==> src/rtl/time_ascii_sender_pkg.sv <==
// Shared constants, state encoding and line-length helper for the time
// report serialiser.
package time_ascii_sender_pkg;

  localparam logic [7:0] ASCII_0  = 8'h30;
  localparam logic [7:0] ASCII_CR = 8'h0D;
  localparam logic [7:0] ASCII_LF = 8'h0A;

  typedef enum logic {
    ST_IDLE,
    ST_SEND
  } state_t;

  // "HH:MM:SS" plus CR LF, or LF alone
  function automatic int unsigned line_len(input bit crlf);
    return crlf ? 32'd10 : 32'd9;
  endfunction

endpackage

==> src/rtl/time_ascii_sender_bin2ascii2.sv <==
// Two-digit decimal ASCII conversion of a 6-bit binary value (0..63).
module bin2ascii2
  import time_ascii_sender_pkg::*;
(
  input  logic [5:0] bin,
  output logic [7:0] tens,
  output logic [7:0] ones
);

  logic [5:0] tens_dig;
  logic [5:0] ones_dig;

  always_comb begin
    tens_dig = bin / 6'd10;
    ones_dig = bin % 6'd10;
    tens     = ASCII_0 + {2'b00, tens_dig};
    ones     = ASCII_0 + {2'b00, ones_dig};
  end

endmodule

==> src/rtl/time_ascii_sender.sv <==
// Snapshots hour/minute/second on a report request and pushes the line
// "HH:MM:SS" + terminator into the Tx FIFO, one byte per non-full cycle.
module time_ascii_sender
  import time_ascii_sender_pkg::*;
#(
  parameter logic [7:0] P_SEP  = 8'h3A,
  parameter bit         P_CRLF = 1'b1
) (
  input  logic       iClk,
  input  logic       iRst,
  input  logic       iTime_En,
  input  logic [4:0] iHour,
  input  logic [5:0] iMin,
  input  logic [5:0] iSec,
  input  logic       iFull,
  output logic       oPush,
  output logic [7:0] oAscii,
  output logic       oBusy,
  output logic       oDrop
);

  localparam int unsigned LINE_LEN = line_len(P_CRLF);
  localparam logic [3:0]  LAST_IDX = 4'(LINE_LEN - 1);

  state_t     state;
  state_t     state_nxt;
  logic [3:0] idx;
  logic [4:0] snap_h;
  logic [5:0] snap_m;
  logic [5:0] snap_s;
  logic       drop_r;
  logic [7:0] h10, h1, m10, m1, s10, s1;

  bin2ascii2 u_hour (.bin({1'b0, snap_h}), .tens(h10), .ones(h1));
  bin2ascii2 u_min  (.bin(snap_m),         .tens(m10), .ones(m1));
  bin2ascii2 u_sec  (.bin(snap_s),         .tens(s10), .ones(s1));

  always_ff @(posedge iClk or negedge iRst) begin
    if (!iRst) state <= ST_IDLE;
    else        state <= state_nxt;
  end

  always_comb begin
    state_nxt = state;
    case (state)
      ST_IDLE: if (iTime_En) state_nxt = ST_SEND;
      ST_SEND: if (!iFull && (idx == LAST_IDX)) state_nxt = ST_IDLE;
      default: state_nxt = ST_IDLE;
    endcase
  end

  always_comb begin
    oPush  = 1'b0;
    oAscii = '0;
    oBusy  = (state == ST_SEND);
    if (state == ST_SEND) begin
      oPush = !iFull;
      case (idx)
        4'd0:    oAscii = h10;
        4'd1:    oAscii = h1;
        4'd2:    oAscii = P_SEP;
        4'd3:    oAscii = m10;
        4'd4:    oAscii = m1;
        4'd5:    oAscii = P_SEP;
        4'd6:    oAscii = s10;
        4'd7:    oAscii = s1;
        4'd8:    oAscii = P_CRLF ? ASCII_CR : ASCII_LF;
        default: oAscii = ASCII_LF;
      endcase
    end
  end

  // Requests arriving while a line is in flight are rejected, never queued
  always_ff @(posedge iClk or negedge iRst) begin
    if (!iRst) begin
      idx    <= '0;
      snap_h <= '0;
      snap_m <= '0;
      snap_s <= '0;
      drop_r <= 1'b0;
    end else begin
      drop_r <= (state == ST_SEND) && iTime_En;
      if ((state == ST_IDLE) && iTime_En) begin
        idx    <= '0;
        snap_h <= iHour;
        snap_m <= iMin;
        snap_s <= iSec;
      end else if (oPush) begin
        idx <= idx + 4'd1;
      end
    end
  end

  assign oDrop = drop_r;

endmodule

==> config.mk <==
export PLATFORM = sky130hd
export DESIGN_NAME = time_ascii_sender
export DESIGN_NICKNAME = d
export VERILOG_FILES = /design/src/rtl/time_ascii_sender_pkg.sv /design/src/rtl/time_ascii_sender_bin2ascii2.sv /design/src/rtl/time_ascii_sender.sv
export SDC_FILE = /design/constraint.sdc
export NUM_CORES = 1
export LEC_CHECK = 0
export ABC_CLOCK_PERIOD_IN_PS = 6600
export CAP_MARGIN = 5
export CORE_MARGIN = 3
export CORE_UTILIZATION = 35
export CTS_CLUSTER_DIAMETER = 50
export DETAILED_ROUTE_END_ITERATION = 10
export GPL_TIMING_DRIVEN = 0
export PLACE_DENSITY = 0.58
export SLEW_MARGIN = 15
export SYNTH_ARGS = -nofsm -noshare
export SYNTH_HDL_FRONTEND = slang
export SYNTH_HIERARCHICAL = 1
export SYNTH_SLANG_ARGS = --single-unit
==> constraint.sdc <==
create_clock -name iClk -period 6.6 [get_ports iClk]
set_clock_uncertainty 0.2 [all_clocks]
set_input_delay 0.66 -clock iClk [delete_from_list [all_inputs] [get_ports iClk]]
set_output_delay 0.66 -clock iClk [all_outputs]
set_load 0.005 [all_outputs]
==> Implementation_results.wiki <==
{| class="wikitable"
! Metric !! Value
|-
| Status || completed
|-
| Final-report setup violation count || 0
|-
| Count of cells along the worst register-to-register path || 3
|-
| Sequential cell area || 575.6 µm²
|-
| Area growth syn-to-layout || 22.80%
|-
| Drc violations || 0
|-
| Number of warnings printed during yosys synthesis || 6
|-
| Share of power burned in combinational logic || 0.731
|-
| Via count normalized by instance count || 4.897
|-
| Maximum fanout encountered on the critical timing path || 9
|-
| Clock-pin transition on the worst setup and hold timing paths || 0.08 ns
|-
| Cell area power density || a little under 500 nW/µm²
|-
| Root buffer cell || clkbuf_8
|-
| Critical path class || reg -> out
|-
| Number of global-route vias before repair || ~1.9k
|-
| Worst path max stage delay || 0.49 ns
|-
| Maximum clock rate || 287.0 MHz
|-
| Number of fill cells in the layout || 668
|-
| Ratio of final minimum period to clock period || 0.5280
|-
| Reg2Reg Capture Point || snap_s[5]
|-
| Sw frac || 0.4389
|-
| 1st-pass router iterations || 4
|-
| Tightest Hold Check Type || in -> async
|-
| Worst path arrival time || ~2.6 ns
|-
| Number of post-CTS setup repair buffers || 0
|-
| Core box area || 6495 µm²
|-
| Die width || slightly below 90 µm
|-
| Count of endpoints failing hold in the final timing report || 0
|-
| Element type at the critical path start || register
|-
| Starting DRT DRC Count || 88
|-
| Final design area excluding fillers || roughly 3000 µm²
|-
| Proportion of synthesized flip-flops having asynchronous set or reset || 1.000
|-
| Total placed instance area || 2912 µm²
|-
| Unrepaired setup endpoints after global routing || no
|-
| Syn Area/Cell || 8.677 µm²
|-
| # clock sinks || 23
|-
| Antenna violations before repair || 0
|-
| Post-placement worst setup slack || 3.383 ns
|-
| Mapped Area || around 2400 µm²
|-
| Count of final max-slew check failures || 0
|-
| Layout cells sized above 1 || 0.2330
|-
| Minimum setup slack in the final design || a little over 3 ns
|-
| First-pass GRT wire length || 9.101 mm
|-
| Count of hold buffers inserted by post-cts repair || 0
|-
| H-tree depth || 1
|-
| Total of cells resized after clock tree synthesis || 0
|-
| Slack of the worst reg-to-reg path || between 4 and 5 ns
|-
| Worst-Margin Slew || 0.5365 ns
|-
| Relative slew margins || 0.6423
|-
| Number of instances in the synthesized netlist || about 280
|-
| Part of the total power dissipated in the clock network || 0.064
|-
| Effective utilization at floorplan || 0.3701
|-
| Cell leakage power || ~1.3 nW
|-
| Maximum clock insertion buffer count || 2
|-
| Post-detailed-route wirelength per cell || approximately 13 µm
|-
| Total grt overflow || 0
|-
| Number of distinct standard cells referenced by the synthesized netlist || 54
|-
| Switching pwr || just over 0.0006 W
|-
| Max stage delay cell, worst path || dfrtp_1
|-
| Most common flop cell mapped by yosys || dfrtp_1
|-
| Net count of the finished layout || between 300 and 400
|-
| Global placer's final weighted congestion || 0.8231
|-
| Crit path time final || 3.485 ns
|-
| Maximum number of pins on one net before global-route repair || 24
|-
| I/O pin count || 32
|-
| Flop pwr share || 0.205
|-
| Total of max-cap violations || 0
|-
| Flops & latches, synth || 23
|-
| Total wire length || 5.418 mm
|-
| Endpoint class of the critical path || output pin
|-
| Number of buffers inserted during clock tree synthesis || 3
|-
| DRT antenna net count || 0
|-
| Total Die Area || 7898 µm²
|-
| Port Buffer Count || 31
|-
| Clock tree from TritonCTS || done
|-
| All-layer global routing usage || 0.1455
|-
| Clock Latency Late Sink || 0.27 ns
|-
| Number of antenna diodes || 0
|-
| FF-to-FF Start || oBusy
|-
| Setup total negative slack || 0 ns
|-
| Peak supply drop || approximately 180 µV
|-
| Count of flip-flops with a built-in enable after synthesis || 0
|-
| Area of the multi-input gates || 1558 µm²
|-
| Detailed Place HPWL || about 4.1 mm
|-
| Overall via count from detail_route || 2037
|-
| Internal power || 0.0007977 W
|-
| Critical path data required time || around 5.7 ns
|-
| CP cell instances || nand2b_2 > a2bb2oi_2 > nor2_1 > a221o_1 > a222oi_1 > mux2_2 > o22ai_1 > clkdlybuf4s50_1
|-
| Number of placement rows || 29
|-
| Vertical die dimension || just under 90 µm
|-
| Sequential-to-total area share from yosys stat || 0.2395
|}
[critical path, delay by kind of cell (launching register included)]
kind | cells | cell delay [ns]
simple gates | 2 | 0.30
flops | 1 | 0.49
mux | 1 | 0.23
buf+inv | 1 | 0.46
compound gates | 4 | 0.89
[cells in the final DEF (no fill, tap or decap), types with 3 or more instances in the layout]
cell type         n
nor2_1           21
mux2i_1           4
ha_1              7
a21o_1            3
o21a_1            4
nand3b_1          4
a311oi_1          3
nand2_1          14
a31oi_1           5
inv_1            10
clkbuf_8          3
dfrtp_1          23
nor3_1            7
buf_6             7
buf_4            28
o21bai_1          5
nand3_1           4
xnor2_1           5
nor2b_1           8
buf_2             7
a221oi_1          4
o21ai_0           4
nand2b_1          6
a21oi_1          12
mux2_2           22
o21ai_1           4
a222oi_1          4
nor2b_2           3
a22oi_1           5
conb_1           34
clkdlybuf4s50_1  30
[power by group through the flow]
stage	Sequential, W	Combinational [W]	Clock (W)
after detailed placement	0.000296	0.00103	0
after floorplan	0.000275	0.000757	0
after CTS	0.000293	0.00104	0.0000933
after global placement	0.000295	0.00102	0
after global routing	0.000311	0.00115	0.0000995
final	0.000292	0.00104	0.0000908
[layer usage]
| layer | track usage | wire length (µm) |
|---|---|---|
| met1 | 0.2064 | 2671 |
| met2 | 0.2368 | 2548 |
| met3 | 0.02700 | 189 |
| met4 | 0.01648 | 10 |
| met5 | 0 | 0 |
[kinds of logic after synthesis]
group / share of synthesized area
other: 0.01093
buffers and inverters: 0.1546
adders and majority gates: 0.03644
DFF: 0.2395
AOI/OAI and AO/OA: 0.2337
and+or+nand+nor: 0.1687
muxes: 0.1307
xor gates and xnor gates: 0.02551
[Yosys cell counts (all sizes together) (3+ instances only)]
cell type | number | area, µm²
o21ai | 8 | 40.04
o21bai | 5 | 37.54
ha | 7 | 87.58
a311oi | 3 | 26.28
dfrtp | 23 | 575.6
nor3 | 7 | 35.03
a31oi | 5 | 31.28
conb | 7 | 26.28
nand3b | 4 | 30.03
and2b | 3 | 25.02
xnor2 | 5 | 43.79
buf | 41 | 319.1
nor2b | 11 | 76.33
nand2b | 8 | 55.06
nand3 | 4 | 20.02
inv | 10 | 37.54
o21a | 4 | 30.03
a221oi | 4 | 35.03
a21oi | 13 | 68.82
a22oi | 5 | 37.54
mux2 | 24 | 274.0
a21o | 3 | 22.52
nand2 | 14 | 52.55
a222oi | 4 | 40.04
mux2i | 4 | 40.04
nor2 | 21 | 78.83
[cell type report]
type                            count  area share
Sequential cell                    23      0.1950
Inverter                           10     0.01272
Timing Repair Buffer               31      0.1034
Clock buffer                        4     0.01526
Buffer                             43      0.1132
Multi-Input combinational cell    228      0.5278
Tap cell                           77     0.03264
[per-stage QoR]
step           utilization  hold WS [ns]  total power [W]  instances
6_report            0.4544        0.1626         0.001422        416
3_5_place_dp        0.4483        0.2951         0.001331        412
2_1_floorplan            -        0.1644         0.001032        304
4_1_cts             0.4552        0.3153         0.001424        416
5_1_grt             0.4544        0.1999         0.001559        416
3_3_place_gp        0.4483        0.2861         0.001317        412
[registers in the layout, indices dropped and copies added, names as in the netlist]
| register | flops |
|---|---|
| snap_m | 6 |
| snap_s | 6 |
| snap_h | 5 |
| idx | 4 |
| oBusy | 1 |
| oDrop | 1 |
[how the worst max path moves through the flow]
stage	slack (ns)	from	cells after the start	end
after detailed placement	3.38	snap_s[5]	10	oAscii[3]
after global placement	3.40	snap_s[5]	10	oAscii[3]
after CTS	3.08	snap_s[5]	10	oAscii[3]
final	3.12	snap_h[2]	8	oAscii[2]
after floorplan	3.99	snap_s[5]	9	oAscii[3]
after global routing	2.98	snap_h[2]	8	oAscii[2]
Note: power is estimated with default switching activity, not from simulation.
